===== src/rtl/rapid_pkg.sv =====
// ============================================================================
// rapid_pkg : shared front-end types and constants for the rapid core
// Rev 1.0   : initial release
// ============================================================================
`default_nettype none

package rapid_pkg;

  typedef enum logic [1:0] {
    FE_IDLE  = 2'd0,
    FE_REQ   = 2'd1,
    FE_ISSUE = 2'd2,
    FE_HOLD  = 2'd3
  } FE_state_t;

  typedef enum logic [1:0] {
    DE_IDLE   = 2'd0,
    DE_DECODE = 2'd1,
    DE_EXEC   = 2'd2,
    DE_DONE   = 2'd3
  } DE_state_t;

  localparam int unsigned c_PC_INCR = 4;

endpackage

`default_nettype wire


===== src/rtl/instruction_fetch.sv =====
// ============================================================================
// instruction_fetch : single-outstanding fetch FSM feeding one decoder slot
// Rev 1.0           : initial release
// ============================================================================
`default_nettype none

module instruction_fetch
  import rapid_pkg::*;
#(
  parameter int unsigned     XLEN     = 32,
  parameter logic [XLEN-1:0] RESET_PC = '0
) (
  input  logic            i_clk,
  input  logic            i_reset,
  output logic            o_mem_req,
  output logic [XLEN-1:0] o_mem_addr,
  input  logic            i_mem_ack,
  input  logic [XLEN-1:0] i_mem_rdata,
  output logic [XLEN-1:0] o_instruction,
  output logic [XLEN-1:0] o_pc,
  output logic            o_pipeline_ready,
  input  logic            i_decode_done,
  input  logic            i_stall,
  input  logic            i_redirect,
  input  logic [XLEN-1:0] i_redirect_pc,
  output FE_state_t       o_current_state,
  output FE_state_t       o_next_state
);

  FE_state_t       state_q, state_d;
  logic [XLEN-1:0] pc_q, pc_d;
  logic [XLEN-1:0] addr_q, addr_d;
  logic [XLEN-1:0] instr_q, instr_d;
  logic [XLEN-1:0] opc_q, opc_d;
  logic            kill_q, kill_d;
  logic [XLEN-1:0] w_redirect_target;

  assign w_redirect_target = i_redirect_pc & ~XLEN'(3);

  always_comb begin
    state_d = state_q;
    pc_d    = pc_q;
    addr_d  = addr_q;
    instr_d = instr_q;
    opc_d   = opc_q;
    kill_d  = kill_q;

    unique case (state_q)
      FE_IDLE: begin
        if (i_redirect) begin
          pc_d    = w_redirect_target;
          state_d = i_stall ? FE_IDLE : FE_REQ;
        end else if (!i_stall) begin
          state_d = FE_REQ;
        end
      end
      FE_REQ: begin
        if (i_redirect) pc_d = w_redirect_target;
        // A killed or same-cycle-redirected response is dropped and the fetch restarts at pc_d
        if (i_mem_ack) begin
          kill_d = 1'b0;
          if (i_redirect || kill_q) begin
            state_d = FE_REQ;
          end else begin
            state_d = FE_ISSUE;
            instr_d = i_mem_rdata;
            opc_d   = addr_q;
          end
        end else if (i_redirect) begin
          kill_d = 1'b1;
        end
      end
      FE_ISSUE: begin
        if (i_redirect) begin
          pc_d    = w_redirect_target;
          state_d = i_stall ? FE_IDLE : FE_REQ;
        end else begin
          state_d = FE_HOLD;
        end
      end
      FE_HOLD: begin
        if (i_redirect) begin
          pc_d    = w_redirect_target;
          state_d = i_stall ? FE_IDLE : FE_REQ;
        end else if (i_decode_done) begin
          pc_d    = pc_q + XLEN'(c_PC_INCR);
          state_d = i_stall ? FE_IDLE : FE_REQ;
        end
      end
    endcase

    // The bus address is frozen only while a request is still waiting for its ack
    if (state_q != FE_REQ || i_mem_ack) addr_d = pc_d;
  end

  always_ff @(posedge i_clk) begin
    if (!i_reset) begin
      state_q <= FE_IDLE;
      pc_q    <= RESET_PC;
      addr_q  <= RESET_PC;
      instr_q <= '0;
      opc_q   <= '0;
      kill_q  <= 1'b0;
    end else begin
      state_q <= state_d;
      pc_q    <= pc_d;
      addr_q  <= addr_d;
      instr_q <= instr_d;
      opc_q   <= opc_d;
      kill_q  <= kill_d;
    end
  end

  assign o_mem_req        = (state_q == FE_REQ);
  assign o_mem_addr       = addr_q;
  assign o_pipeline_ready = (state_q == FE_ISSUE);
  assign o_instruction    = instr_q;
  assign o_pc             = opc_q;
  assign o_current_state  = state_q;
  assign o_next_state     = state_d;

endmodule

`default_nettype wire


===== config.mk =====
export PLATFORM = sky130hd
export DESIGN_NAME = instruction_fetch
export DESIGN_NICKNAME = d
export VERILOG_FILES = /design/src/rtl/rapid_pkg.sv /design/src/rtl/instruction_fetch.sv
export SDC_FILE = /design/constraint.sdc
export NUM_CORES = 1
export LEC_CHECK = 0
export ABC_AREA = 1
export BUFFER_PORTS_ARGS = -buffer_cell sky130_fd_sc_hd__buf_4
export CAP_MARGIN = 20
export CORE_AREA = 2 2 112 114
export CTS_BUF_LIST = sky130_fd_sc_hd__clkbuf_4
export DETAILED_ROUTE_END_ITERATION = 12
export DIE_AREA = 0 0 114 116
export GPL_TIMING_DRIVEN = 0
export PLACE_DENSITY = 0.84
export SYNTH_ARGS = -nofsm -noshare
export SYNTH_HDL_FRONTEND = slang
export SYNTH_SLANG_ARGS = --single-unit

===== constraint.sdc =====
create_clock -name i_clk -period 1.8 [get_ports i_clk]
set_clock_uncertainty 0.15 [all_clocks]
set_input_delay 0.36 -clock i_clk [delete_from_list [all_inputs] [get_ports i_clk]]
set_output_delay 0.36 -clock i_clk [all_outputs]
set_load 0.05 [all_outputs]

# Word level (Yosys, flattened, before mapping)
# Cells that the tools add are included.
[word_totals]
out_inout_bits = 102
wordCells = 34
regBits = 131
inputBits = 70
[op_classes]
addsub = 1
n_mux = 15
n_reduce_logical = 7
bitwise_logic = 1
eq_ne = 4
[ops]
columns = ["cell", "count"]
rows = [
  ["2-to-1 mux 32 bit", 3],
  ["one-hot mux 32 bit (2 select lines)", 1],
  ["adder 32 x 3 -> 32 bit, second input constant", 1],
  ["2-to-1 mux 2 bit", 7],
  ["one-hot mux 2 bit (4 select lines)", 1],
  ["== test 2 bit, second input constant", 2],
  ["2-to-1 mux 1 bit", 3],
  ["AND reduction 3 bit", 1],
  ["OR reduction 3 bit", 1],
  ["== test 2 x 1 -> 1 bit, second input constant", 1],
  ["zero test 2 bit", 1],
  ["logical OR 1 bit", 2],
  ["!= test 2 x 1 -> 1 bit, second input constant", 1],
  ["AND reduction 2 bit", 1],
  ["nonzero test 2 bit", 1],
  ["NOT 1 bit", 1],
]

# Longest topological paths before layout
[depth]
depth_word = 4
ltp_mapped = 11
mapped_depth_nobuf = 11

# Worst setup path before layout
# OpenSTA, ideal clock, no wires.
[synth_timing]
path_kind = "register -> output"
from = "reg state_q[0], in the netlist o_current_state[0]"
to = "out o_next_state[1]"
stages_incl_launch_ff = 9
setup_slack_ns = -0.798
t_arrival_ns = 2.088
required_time_ns = 1.290
n_path_buf = 2
cell_sequence = "dfxtp_1 > inv_2 > nor2_4 > inv_2 > nor2_2 > inv_2 > buf_2 > buf_2 > nand2_1"
[synth_between]
elab_chain_len = 2
[synth_rtl]
columns = ["element", "line", "text"]
rows = [
  ["start: declaration", "instruction_fetch.sv:30", "FE_state_t state_q, state_d;"],
  ["start signal: assignment", "instruction_fetch.sv:105", "state_q <= state_d;"],
  ["== test 2 x 1 -> 1 bit", "-", ""],
  ["via o_mem_req", "instruction_fetch.sv:15", "output logic o_mem_req,"],
  ["one-hot mux 2 bit (4 select lines)", "instruction_fetch.sv:48", "unique case (state_q)"],
  ["end: declaration", "instruction_fetch.sv:27", "output FE_state_t o_next_state"],
]
# The timed path passes the listed nets, and every way through them passes these cells.

# Worst setup path in the final report
[layout_timing]
from = "reg state_q[1], in the netlist o_current_state[1]"
to = "out o_next_state[1]"
[layout_between]
elab_chain_len = 3
[layout_rtl]
columns = ["element", "line"]
rows = [
  ["2-to-1 mux 2 bit, on equally long branches", "instruction_fetch.sv:85, instruction_fetch.sv:53"],
  ["2-to-1 mux 2 bit, on equally long branches", "instruction_fetch.sv:82, instruction_fetch.sv:50"],
  ["one-hot mux 2 bit (4 select lines) *", "instruction_fetch.sv:48"],
]
# Every way passes the cells marked *; elsewhere a longest branch is shown, timed or not.

==> summary.md <==
| Metric | Value |
|---|---|
| Outcome | `finished, violations left` |
| Failing checks | `negative setup slack` |
| First-pass GRT wire length | `about 29 mm` |
| Area of the multi-input gates | `2870 sq um` |
| Mapped Cells | `820` |
| Post-DP Area | `7180 sq um` |
| Fmax | `0.459 GHz` |
| Synthesized net count | `slightly below 900` |
| Rel. slew slack | `54.3%` |
| Yosys warns | `0` |
| Filler cells | `917` |
| Final total power | `7.05 mW` |
| Slew @ Worst Pin | `between 0.6 and 0.7 ns` |
| Pre-CTS setup slack | `-0.316 ns` |
| Synth cell types | `26` |
| Die Width | `114 microns` |
| Vias in the first global route | `just under 6,000` |
| DR iter-0 viols | `about 410` |
| Post-DRT Antenna Nets | `0` |
| Critical Path RT | `around 1.3 ns` |
| Clk root buf | `clkbuf_4` |
| IO Port Bufs | `approximately 170` |
| Share of layout cells above drive strength 1 | `between 30% and 40%` |
| DRC violation count after routing | `0` |
| Commonest cells after routing, fill and taps aside | `nor2_1, buf_4, dfxtp_1` |
| Maxcap violations | `0` |
| Period minus WS final | `between 2 and 2.5 ns` |
| R2r worst-path depth | `13` |
| Largest net degree at the start of global routing | `19` |
| # rows | `40` |
| Final net count | `between 1,000 and 1,500` |
| Setup Viol. Count Final | `42` |
| Cell Area, Synth | `~5600 sq um` |
| Syn_area_per_cell | `approximately 6.9 sq um` |
| CTS Buf Count | `17` |
| Leak Pwr | `4.17 nW` |
| Crit path DAT | `around 1.7 ns` |
| Commonest non-fill, non-tap cell in the layout | `nor2_1` |
| PwrDens | `between 800 and 900 nW/um^2` |
| Num ports | `around 170` |
| Synth Register Bits | `between 100 and 150` |
| Layout area overhead | `49.4%` |
| CTS sink cnt | `~130` |
| Setup TNS | `-4.08 ns` |
| Tcrit/Tclk final | `121%` |
| Crit start category | `flip-flop` |
| Routed vias/inst | `about 5.2` |
| H-Tree Depth | `4` |
| DIE AREA | `about 13,000 sq um` |
| CTS clk-pin slew, worst paths | `0.13 ns` |
| Depth of the worst hold-timing path | `5` |
| Flip-flop and latch area | `approximately 2600 sq um` |
| Post-synth EDFFs | `0` |
| Via count | `approximately 6,400` |
| Avg WL per Cell | `about 16 microns` |
| Final GP Congestion | `around 0.9` |
| Crit path kind | `flip-flop to output pin` |
| Peak supply drop | `0.777 mV` |
| Critical Path Sink Type | `output pin` |
| CTS tree | `done` |
| Dpl hpwl | `around 13 mm` |
| Max Slew Vio Count | `0` |
| Clock Tree Buf Depth | `2` |
| Initial antenna violation count | `0` |
| Total grt overflow | `0` |
| Min-Delay Path Class | `input port to flip-flop` |
| Final Core Density | `a little over two thirds` |
| Ys async rst share | `0%` |
| Crit path max fanout | `2` |
| Core box area | `11,900 sq um` |
| RSZ-0062 raised after global routing | `true` |
| Design Area, Final | `around 8400 sq um` |
| Drt first pass iters | `5` |
| GRT Util Overall | `between 20% and 30%` |
| Final WL | `about 19 mm` |
| Final WS setup | `-0.376 ns` |
| Initial Utilization | `between 40% and 50%` |
| Die height | `116 microns` |
| Hold Vio Cnt, Final | `0` |
| Most common flop cell mapped by yosys | `dfxtp_1` |
| Post-synthesis sequential area ratio | `between 40 and 50%` |
| Worst-Skew Late Latency | `about 0.53 ns` |
==> per-stage QoR <==
step | hold WS (ns) | cells
3_5_place_dp | 0.296 | 1136
5_1_grt | 0.0259 | 1223
3_3_place_gp | 0.290 | 1136
6_report | 0.0577 | 1224
2_1_floorplan | 0.275 | 820
4_1_cts | 0.0233 | 1212
==> path summary, 6_finish.rpt <==
kind,start,end,slack [ns]
worst max register to register,o_current_state[1],o_mem_addr[31],-0.20
worst min-delay path,i_redirect_pc[2],pc_q[2],0.06
worst max-delay path,o_current_state[1],o_next_state[1],-0.38
worst min register to register,pc_q[1],pc_q[1],0.31
==> routing by layer <==
| layer | vias up | share of wire, % | global-route usage (%) |
|---|---|---|---|
| li1 | 3102 | - | - |
| met1 | 2965 | 40 | 33.1 |
| met2 | 284 | 49 | 47.5 |
| met3 | 60 | 7.6 | 6.90 |
| met4 | 0 | 3.2 | 12.7 |
| met5 | - | 0 | 0 |
==> worst max-delay path, cell delays in order, from the launching register on <==
cell	delay, ns
dfxtp_4	0.39
nor2_4	0.16
inv_4	0.05
nor2_4	0.15
inv_2	0.07
buf_12	0.13
nand2_8	0.05
buf_8	0.13
==> flip-flops by register name, indices dropped and copies added (netlist names) <==
register         flops
kill_q               1
o_current_state      2
o_instruction       32
o_mem_addr          32
o_pc                32
pc_q                32
==> what timing repair did <==
action | 4_1_cts | 5_1_grt
pin swaps | 9 | 26
setup buffers | 10 | 11
resized for setup | 38 | 89
hold buffers | 35 | 0
hold endpoints to repair | 35 | 0
setup endpoints to repair | 22 | 83
==> cell type report <==
class	count	share of cell area [%]
repair buffers	225	22.0
plain buffers	37	2.80
well taps	147	2.18
clock buffers	17	1.51
diodes	1	0.0297
inverters	83	3.81
clock inverters	15	2.43
flip-flops and latches	131	31.3
multi-input cells	568	34.0
==> cells by family (layout without fill, tap and decap cells) <==
logic type                 Yosys count  after routing  synth area share [%]
and+or+nand+nor                    417            417                  30.7
AOI/OAI and AO/OA                  149            149                  13.5
DFF                                131            131                  46.5
buffers and inverters              121            377                  8.95
adders and majority gates            1              1                 0.222
muxes                                1              1                 0.177
other                                0              1                     0
==> cells in the mapped netlist, drive strengths merged, types with 6 or more instances <==
library cell | number | area (sq um)
a21oi | 24 | 120
buf | 23 | 138
clkbuf | 15 | 56.3
dfxtp | 131 | 2620
inv | 82 | 308
nand2 | 136 | 510
nand3 | 42 | 215
nand4 | 6 | 37.5
nor2 | 223 | 898
nor3 | 8 | 55.1
o211ai | 7 | 52.6
o21ai | 117 | 586
==> power by group <==
group / switching (mW) / internal (mW) / total [mW] / leakage [nW]
clock network: 1.20 / 1.12 / 2.32 / 0.171
logic: 0.985 / 0.547 / 1.53 / 2.92
registers: 0.140 / 3.06 / 3.20 / 1.08
total: 2.32 / 4.73 / 7.05 / 4.17
Power figures use the tool's default switching activity.
